## src/rtl/counter_sched.sv

```systemverilog
// Two-requester scheduler sharing one interval counter; the owner gets gnt for len+2 cycles ending in a done pulse.
// Optional COUNTER_SCHED_RR_EN selects round-robin tie-break; default is fixed priority to requester 0.
module counter_sched #(
    parameter int unsigned WIDTH = 4
) (
    input  logic             clk,
    input  logic             rst,
    input  logic             req0,
    input  logic [WIDTH-1:0] len0,
    input  logic             req1,
    input  logic [WIDTH-1:0] len1,
    output logic             gnt0,
    output logic             gnt1,
    output logic             done0,
    output logic             done1,
    output logic             busy,
    output logic [WIDTH-1:0] out
);

    typedef enum logic [1:0] {
        IDLE = 2'd0,
        RUN  = 2'd1,
        DONE = 2'd2
    } state_t;

    state_t           r_state;
    state_t           w_state_nxt;
    logic [WIDTH-1:0] r_tc;
    logic [WIDTH-1:0] w_tc_nxt;
    logic [WIDTH-1:0] r_out;
    logic [WIDTH-1:0] w_out_nxt;
    logic             r_owner;
    logic             w_owner_nxt;
    logic             r_gnt0;
    logic             r_gnt1;
    logic             r_done0;
    logic             r_done1;
    logic             r_busy;
    logic             w_gnt0_nxt;
    logic             w_gnt1_nxt;
    logic             w_done0_nxt;
    logic             w_done1_nxt;
    logic             w_busy_nxt;
    logic             w_any_req;
    logic             w_win;
    logic             w_owner_req;
    logic             w_at_tc;

`ifdef COUNTER_SCHED_RR_EN
    logic             r_last;
`endif

    assign w_any_req   = req0 | req1;
    assign w_owner_req = r_owner ? req1 : req0;
    assign w_at_tc     = (r_out == r_tc);

    // Winner index: 0 = requester 0, 1 = requester 1
    always_comb begin
        w_win = 1'b0;
        if (req0 && req1) begin
`ifdef COUNTER_SCHED_RR_EN
            w_win = ~r_last;
`else
            w_win = 1'b0;
`endif
        end else if (req1) begin
            w_win = 1'b1;
        end
    end

    always_ff @(posedge clk) begin
        if (!rst) begin
            r_state <= IDLE;
            r_tc    <= '0;
            r_out   <= '0;
            r_owner <= 1'b0;
            r_gnt0  <= 1'b0;
            r_gnt1  <= 1'b0;
            r_done0 <= 1'b0;
            r_done1 <= 1'b0;
            r_busy  <= 1'b0;
        end else begin
            r_state <= w_state_nxt;
            r_tc    <= w_tc_nxt;
            r_out   <= w_out_nxt;
            r_owner <= w_owner_nxt;
            r_gnt0  <= w_gnt0_nxt;
            r_gnt1  <= w_gnt1_nxt;
            r_done0 <= w_done0_nxt;
            r_done1 <= w_done1_nxt;
            r_busy  <= w_busy_nxt;
        end
    end

`ifdef COUNTER_SCHED_RR_EN
    always_ff @(posedge clk) begin
        if (!rst) begin
            r_last <= 1'b1;
        end else if (r_state == IDLE && w_any_req) begin
            r_last <= w_win;
        end
    end
`endif

    always_comb begin
        w_state_nxt = r_state;
        case (r_state)
            IDLE: begin
                if (w_any_req) begin
                    w_state_nxt = RUN;
                end
            end
            RUN: begin
                // Abort outranks completion: a dropped request never sees done
                if (!w_owner_req) begin
                    w_state_nxt = IDLE;
                end else if (w_at_tc) begin
                    w_state_nxt = DONE;
                end
            end
            DONE: begin
                w_state_nxt = IDLE;
            end
            default: begin
                w_state_nxt = IDLE;
            end
        endcase
    end

    always_comb begin
        w_tc_nxt    = r_tc;
        w_out_nxt   = r_out;
        w_owner_nxt = r_owner;
        w_gnt0_nxt  = r_gnt0;
        w_gnt1_nxt  = r_gnt1;
        w_done0_nxt = 1'b0;
        w_done1_nxt = 1'b0;
        w_busy_nxt  = (w_state_nxt != IDLE);
        case (r_state)
            IDLE: begin
                w_out_nxt  = '0;
                w_gnt0_nxt = 1'b0;
                w_gnt1_nxt = 1'b0;
                if (w_any_req) begin
                    w_tc_nxt    = w_win ? len1 : len0;
                    w_owner_nxt = w_win;
                    w_gnt0_nxt  = ~w_win;
                    w_gnt1_nxt  = w_win;
                end
            end
            RUN: begin
                if (!w_owner_req) begin
                    w_out_nxt  = '0;
                    w_gnt0_nxt = 1'b0;
                    w_gnt1_nxt = 1'b0;
                end else if (w_at_tc) begin
                    w_done0_nxt = ~r_owner;
                    w_done1_nxt = r_owner;
                end else begin
                    w_out_nxt = r_out + WIDTH'(1);
                end
            end
            DONE: begin
                w_out_nxt  = '0;
                w_gnt0_nxt = 1'b0;
                w_gnt1_nxt = 1'b0;
            end
            default: begin
                w_out_nxt  = '0;
                w_gnt0_nxt = 1'b0;
                w_gnt1_nxt = 1'b0;
            end
        endcase
    end

    assign gnt0  = r_gnt0;
    assign gnt1  = r_gnt1;
    assign done0 = r_done0;
    assign done1 = r_done1;
    assign busy  = r_busy;
    assign out   = r_out;

endmodule

```

## config.mk

```make
export PLATFORM = sky130hd
export DESIGN_NAME = counter_sched
export DESIGN_NICKNAME = d
export VERILOG_FILES = /design/src/rtl/counter_sched.sv
export SDC_FILE = /design/constraint.sdc
export NUM_CORES = 1
export LEC_CHECK = 0
export BUFFER_PORTS_ARGS = -buffer_cell sky130_fd_sc_hd__clkbuf_2
export CAP_MARGIN = 20
export CORE_MARGIN = 2
export CORE_UTILIZATION = 34
export DETAILED_ROUTE_END_ITERATION = 8
export HOLD_SLACK_MARGIN = 0.15
export PLACE_DENSITY_LB_ADDON = 0.3
export SLEW_MARGIN = 20
export SYNTH_ARGS = -nofsm -noshare
export SYNTH_HDL_FRONTEND = slang
export SYNTH_SLANG_ARGS = --single-unit
```

## constraint.sdc

```tcl
create_clock -name clk -period 1.25 [get_ports clk]
set_input_delay 0.125 -clock clk [delete_from_list [all_inputs] [get_ports clk]]
set_output_delay 0.125 -clock clk [all_outputs]
set_load 0.005 [all_outputs]
```

==> results.md, run 1 <==
* Yosys reg bits at 16
* ANT nets after route at 0
* # Max-Cap Violations at 0
* Io pins at 21
* CP arrival at 1610 ps
* Max Clk Rate at 705 MHz
* DRC errors left at 0
* R2R Path Start: r_tc[1]$_SDFFE_PN0P_
* Synthesized Nets at 87
* Status: finished with violations
* Clock root buffer: clkbuf_4
* Worst Hold Launch: len0[2]
* Peak supply drop at 574 uV
* Antenna violations before repair at 0
* Pin count of the biggest net entering global routing at 11
* Reg2reg setup slack at -170 ps
* GR Util All Layers at 0.142
* Slew HR at 0.838
* Slew Viols, Final at 0
* Clk_lat worst skew at 290 ps
* Number of global-route vias before repair at 607
* Number of setup violations in the final report at 8
* Switch share at 0.274
* GPL Wtd Cong at 0.782
* DP HPWL at 1.16 mm
* CTS sink count at 16
* Clock-pin slew on the worst setup and hold paths at 90 ps
* Synth async-reset ratio at 0
* Internal Power at 0.000900 W
* Crit path max fanout at 4
* GRT overflow at 0
* Final std cells w/o fill at 139
* Post-synth EDFFs at 0
* Average routed wire per standard cell at 11.2 um
* Syn avg cell area at 9.35 um^2
* Clock buffer depth at 2
* Crit path launch: r_tc[1]$_SDFFE_PN0P_
* Mapped cell area at 692 um^2
* Hold Crit Class: primary input to register
* P_sw at 0.000340 W
* Slew at the pin with the worst max-slew slack at 238 ps
* Dpl ws at -172 ps
* Vias per cell at 4.65
* RSZ-0062 raised after global routing: yes
* Share of cells above drive strength 1 at 0.536
* Unique masters post-synth at 23
* Setup crit end: out[0]$_SDFFE_PN0N_
* Final period utilization at 1.14
* Leakage dissipation at 0.514 nW
* Area grow syn2layout at 55.2%
* Worst R2R Path Depth at 4
* Global-route layer with the greatest usage: met2
* Clock Skew at 1.77 ps
* Critical path launch point type: register
* Synthesis Warnings at 0
* Sequential Power Share at 0.467
* Critical path type: register to register
* Post-layout util at 0.553
* Fin Hold WS at 167 ps
* Final WS setup at -169 ps
* Met2 Usage GRT at 0.212
* Die width at 49.1 um
* First-pass GRT wire length at 2.63 mm
* Iter 0 DRT Violations at 5
* RR Endpoint: out[0]$_SDFFE_PN0N_
* Logic pwr share at 0.252
* Core area at 1940 um^2
* TritonCTS clock tree: yes
* Top FF cell, synth: dfxtp_1
* Pre-Repair DR Iteration Count at 3
* Synth Instances at 74
* Die Area at 2410 um^2
* Nets at 126
* Total Wirelength at 1.56 mm
* Seq/Total Area, Yosys at 0.463
* Via count at 647
* Chip Height at 49.1 um
* Number of diodes at 0
* Port Buffer Count at 20
* Worst Path Required at 1440 ps
* Htree depth at 1
* Power share of the clock group at 0.280
* Pwr dens at 1150 nW/um^2
* Initial Utilization at 0.356
* Cts bufs inserted at 3
* Failing checks: negative setup slack
* Dpl cells at 131
* Met1 usage at 0.192
* Cell Rows at 16
* Power Total at 0.00124 W
* Final Hold Fails at 0
* Crit. End Element: register
* M3 GR Usage at 0.0307
* Min cycle time layout at 1420 ps
[power by group through the flow]
stage | Combinational, W | Clock (W) | Sequential, W
global placement | 0.000254 | 0 | 0.000577
CTS | 0.000289 | 0.000352 | 0.000571
finish | 0.000313 | 0.000348 | 0.000579
global route | 0.000345 | 0.000377 | 0.000583
floorplan | 0.000152 | 0 | 0.000578
detailed placement | 0.000258 | 0 | 0.000578
[synth_stat cells (2+ instances only)]
master,n,area [um^2]
dfxtp_1,16,320
nand2_1,6,22.5
xor2_1,4,35.0
or3_1,3,18.8
nor3_1,2,10.0
buf_2,2,10.0
inv_1,2,7.51
nor2_1,11,41.3
mux2i_1,6,60.1
o21ai_0,2,10.0
a22oi_1,2,15.0
o211a_1,4,40.0
a21oi_1,4,20.0
[state kept, by name, indices dropped and copies added (netlist names)]
signal / count
busy: 1
done0: 1
done1: 1
gnt0: 1
gnt1: 1
out: 4
r_owner: 1
r_state: 2
r_tc: 4
[worst max-delay path, cell delays in order (launching register included)]
cell     delay [ps]
dfxtp_2         340
xor2_2          180
or4_4           580
xnor2_2         150
nor2_1           60
[layout make-up]
class                      count  area [um^2]
fill                         187          868
multi-input combinational     53          422
sequential                    16          335
timing repair buffer          37          239
clock buffer                   4         36.3
tap                           27         33.8
inverter                       2         7.51
[logic make-up (layout without fill, tap and decap cells)]
kind of cell | count (synthesis) | in the layout | share of synthesized area
AO/OA/AOI/OAI | 13 | 13 | 0.134
XOR/XNOR | 5 | 5 | 0.0633
adder cells (fa/ha/maj) | 1 | 1 | 0.0181
buffers and inverters | 5 | 43 | 0.0307
flip-flops | 16 | 16 | 0.463
multiplexers | 6 | 6 | 0.0868
AND/OR/NAND/NOR | 28 | 28 | 0.204
[how the worst min path moves through the flow]
stage / endpoint / slack (ps) / cells after the start
floorplan: r_owner$_SDFFE_PN0P_ / 240 / 2
global placement: r_owner$_SDFFE_PN0P_ / 400 / 3
detailed placement: r_owner$_SDFFE_PN0P_ / 400 / 3
CTS: r_tc[2]$_SDFFE_PN0P_ / 170 / 4
global route: r_tc[2]$_SDFFE_PN0P_ / 190 / 4
finish: r_tc[2]$_SDFFE_PN0P_ / 170 / 4
[layer usage]
| metal | part of all wire | wire [um] | up-vias |
|---|---|---|---|
| li1 | - | - | 331 |
| met1 | 0.46 | 722 | 297 |
| met2 | 0.47 | 739 | 16 |
| met3 | 0.043 | 67 | 3 |
| met4 | 0.017 | 27 | 0 |
| met5 | 0 | 0 | - |
[cells in the final DEF, fill, tap and decap left out, drive strengths merged, types with 3 or more instances in the layout]
cell	n
a21oi	4
buf	14
clkbuf	24
dfxtp	16
dlygate4sd3	3
mux2i	6
nand2	6
nor2	11
o211a	4
or3	3
xor2	4
[stage by stage]
stage	setup TNS, ps	instance area, um^2
6_report	-641	1070
3_5_place_dp	-588	917
3_3_place_gp	-448	917
4_1_cts	-565	1020
2_1_floorplan	-216	699
5_1_grt	-1300	1070
[repair_timing]
action / 4_1_cts / 5_1_grt
buffers inserted: 1 / 0
pin swaps: 4 / 8
endpoints found under the hold margin: 1 / 0
gates resized for setup: 6 / 15
hold buffers: 3 / 0
setup endpoints to repair: 6 / 14
Note: power is estimated with default switching activity, not from simulation.
==> inputs of run 2 (changes only) <==
Settings changed: SETUP_SLACK_MARGIN from default to 0.1.
==> results.md, run 2 (synthesis gave the netlist of run 1 again) <==
* Clk_lat worst skew at 290 ps
* Dpl cell area at 917 um^2
* Setup_tns at -744 ps
* Switch share at 0.269
* Dpl ws at -165 ps
* Die Area at 2410 um^2
* First-pass GRT wire length at 2.55 mm
* Clock root buffer: clkbuf_4
* Commonest non-fill, non-tap cell in the layout: clkbuf_2
* Worst Hold Launch: len0[2]
* Worst Path Required at 1420 ps
* Antenna violations before repair at 0
* Clock buffer depth at 2
* Share of cells above drive strength 1 at 0.541
* Final instance area at 1040 um^2
* Slew Viols, Final at 0
* TritonCTS clock tree: yes
* GR Util All Layers at 0.138
* Nets at 125
* Commonest non-fill, non-tap cells in the layout: 20 x clkbuf_2, 14 x buf_4, 9 x nor2_1, 9 x dfxtp_2, 7 x dfxtp_1
* Pin count of the biggest net entering global routing at 11
* Failing checks: negative setup slack
* Hold Crit Depth at 4
* Critical path type: register to register
* CTS sink count at 16
* Clock-pin slew on the worst setup and hold paths at 90 ps
* Chip Height at 49.1 um
* Average routed wire per standard cell at 11.3 um
* Core area at 1940 um^2
* Initial Utilization at 0.356
* Power Total at 0.00122 W
* Cts bufs inserted at 3
* Final WS setup at -154 ps
* Iter 0 DRT Violations at 4
* Number of global-route vias before repair at 587
* Sequential Power Share at 0.474
* Logic pwr share at 0.246
* GRT overflow at 0
* DP HPWL at 1.15 mm
* Peak supply drop at 656 uV
* Final Hold Fails at 0
* Number of setup violations in the final report at 7
* Hold Crit Class: primary input to register
* R2R Path Start: r_tc[3]$_SDFFE_PN0P_
* Clock Skew at 3.05 ps
* Pre-Repair DR Iteration Count at 4
* P_sw at 0.000327 W
* Status: finished with violations
* Htree depth at 1
* GPL Wtd Cong at 0.780
* Crit path launch: r_tc[3]$_SDFFE_PN0P_
* Slowest stage delay, CP at 580 ps
* Via count at 657
* Cell Rows at 16
* ANT nets after route at 0
* Power share of the clock group at 0.280
* DRC errors left at 0
* Crit. End Element: register
* Total Wirelength at 1.56 mm
* Worst R2R Path Depth at 4
* Die width at 49.1 um
* Slowest stage cell on the critical path: or4_4
* Leakage dissipation at 0.507 nW
* Area grow syn2layout at 49.7%
* Internal Power at 0.000890 W
* Min cycle time layout at 1400 ps
* Crit path max fanout at 4
* Critical path launch point type: register
* Port Buffer Count at 20
* Pwr dens at 1180 nW/um^2
* Vias per cell at 4.76
* Final period utilization at 1.12
* RSZ-0062 raised after global routing: yes
* Final-layout fill cell count at 185
* CP arrival at 1580 ps
* # Max-Cap Violations at 0
* CP cell instances: xor2_2 > or4_4 > xnor2_2 > nor2_1
* Max Clk Rate at 712 MHz
* Slew HR at 0.822
* Number of diodes at 0
* Slew at the pin with the worst max-slew slack at 262 ps
* Io pins at 21
## run 2: power by group through the flow
stage          clock, W  sequential (W)  combinational, W
6_report       0.000341        0.000577          0.000300
5_1_grt        0.000373        0.000581          0.000330
4_1_cts        0.000357        0.000571          0.000283
3_5_place_dp          0        0.000578          0.000257
3_3_place_gp          0        0.000576          0.000253
2_1_floorplan         0        0.000578          0.000152
## run 2: worst paths after layout
check                              end  slack [ps]
hold reg to reg      gnt1$_SDFFE_PN0P_         520
setup reg to reg   out[0]$_SDFFE_PN0N_        -150
hold / removal    r_tc[2]$_SDFFE_PN0P_         180
setup / recovery   out[0]$_SDFFE_PN0N_        -150
## run 2: repair_timing
action                                 4_1_cts  5_1_grt
buffers inserted                             0        1
setup endpoints to repair                   10       10
hold buffers                                 2        0
pin swaps                                    3        5
resized for setup                            8        8
endpoints found under the hold margin        1        0
## run 2: area by class of cell
type                       count  area (um^2)  share of cell area
clock buffer                   4         36.3              0.0350
inverter                       2         7.51             0.00725
multi-input combinational     53          402               0.388
sequential                    16          332               0.320
tap                           27         33.8              0.0326
timing repair buffer          36          225               0.217
## run 2: through the flow
step                 util  hold WS (ps)  std cells
finish              0.534           182        138
global route        0.534           190        138
CTS                 0.518           173        137
detailed placement  0.472           414        131
global placement    0.472           401        131
floorplan               -           244         74
## run 2: routing by layer
metal / vias to the layer above / part of all wire / routed length (um) / GRT usage
met1: 298 / 0.42 / 650 / 0.170
met5: - / 0 / 0 / 0
met4: 0 / 0.0051 / 8 / 0.0714
li1: 336 / - / - / -
met2: 21 / 0.52 / 811 / 0.225
met3: 2 / 0.056 / 88 / 0.0307
## run 2: critical path: cells and delay by family (launching register included)
| kind | cells | cell delay (ps) |
|---|---|---|
| simple gates | 2 | 630 |
| flops | 1 | 340 |
| xor+xnor | 2 | 320 |
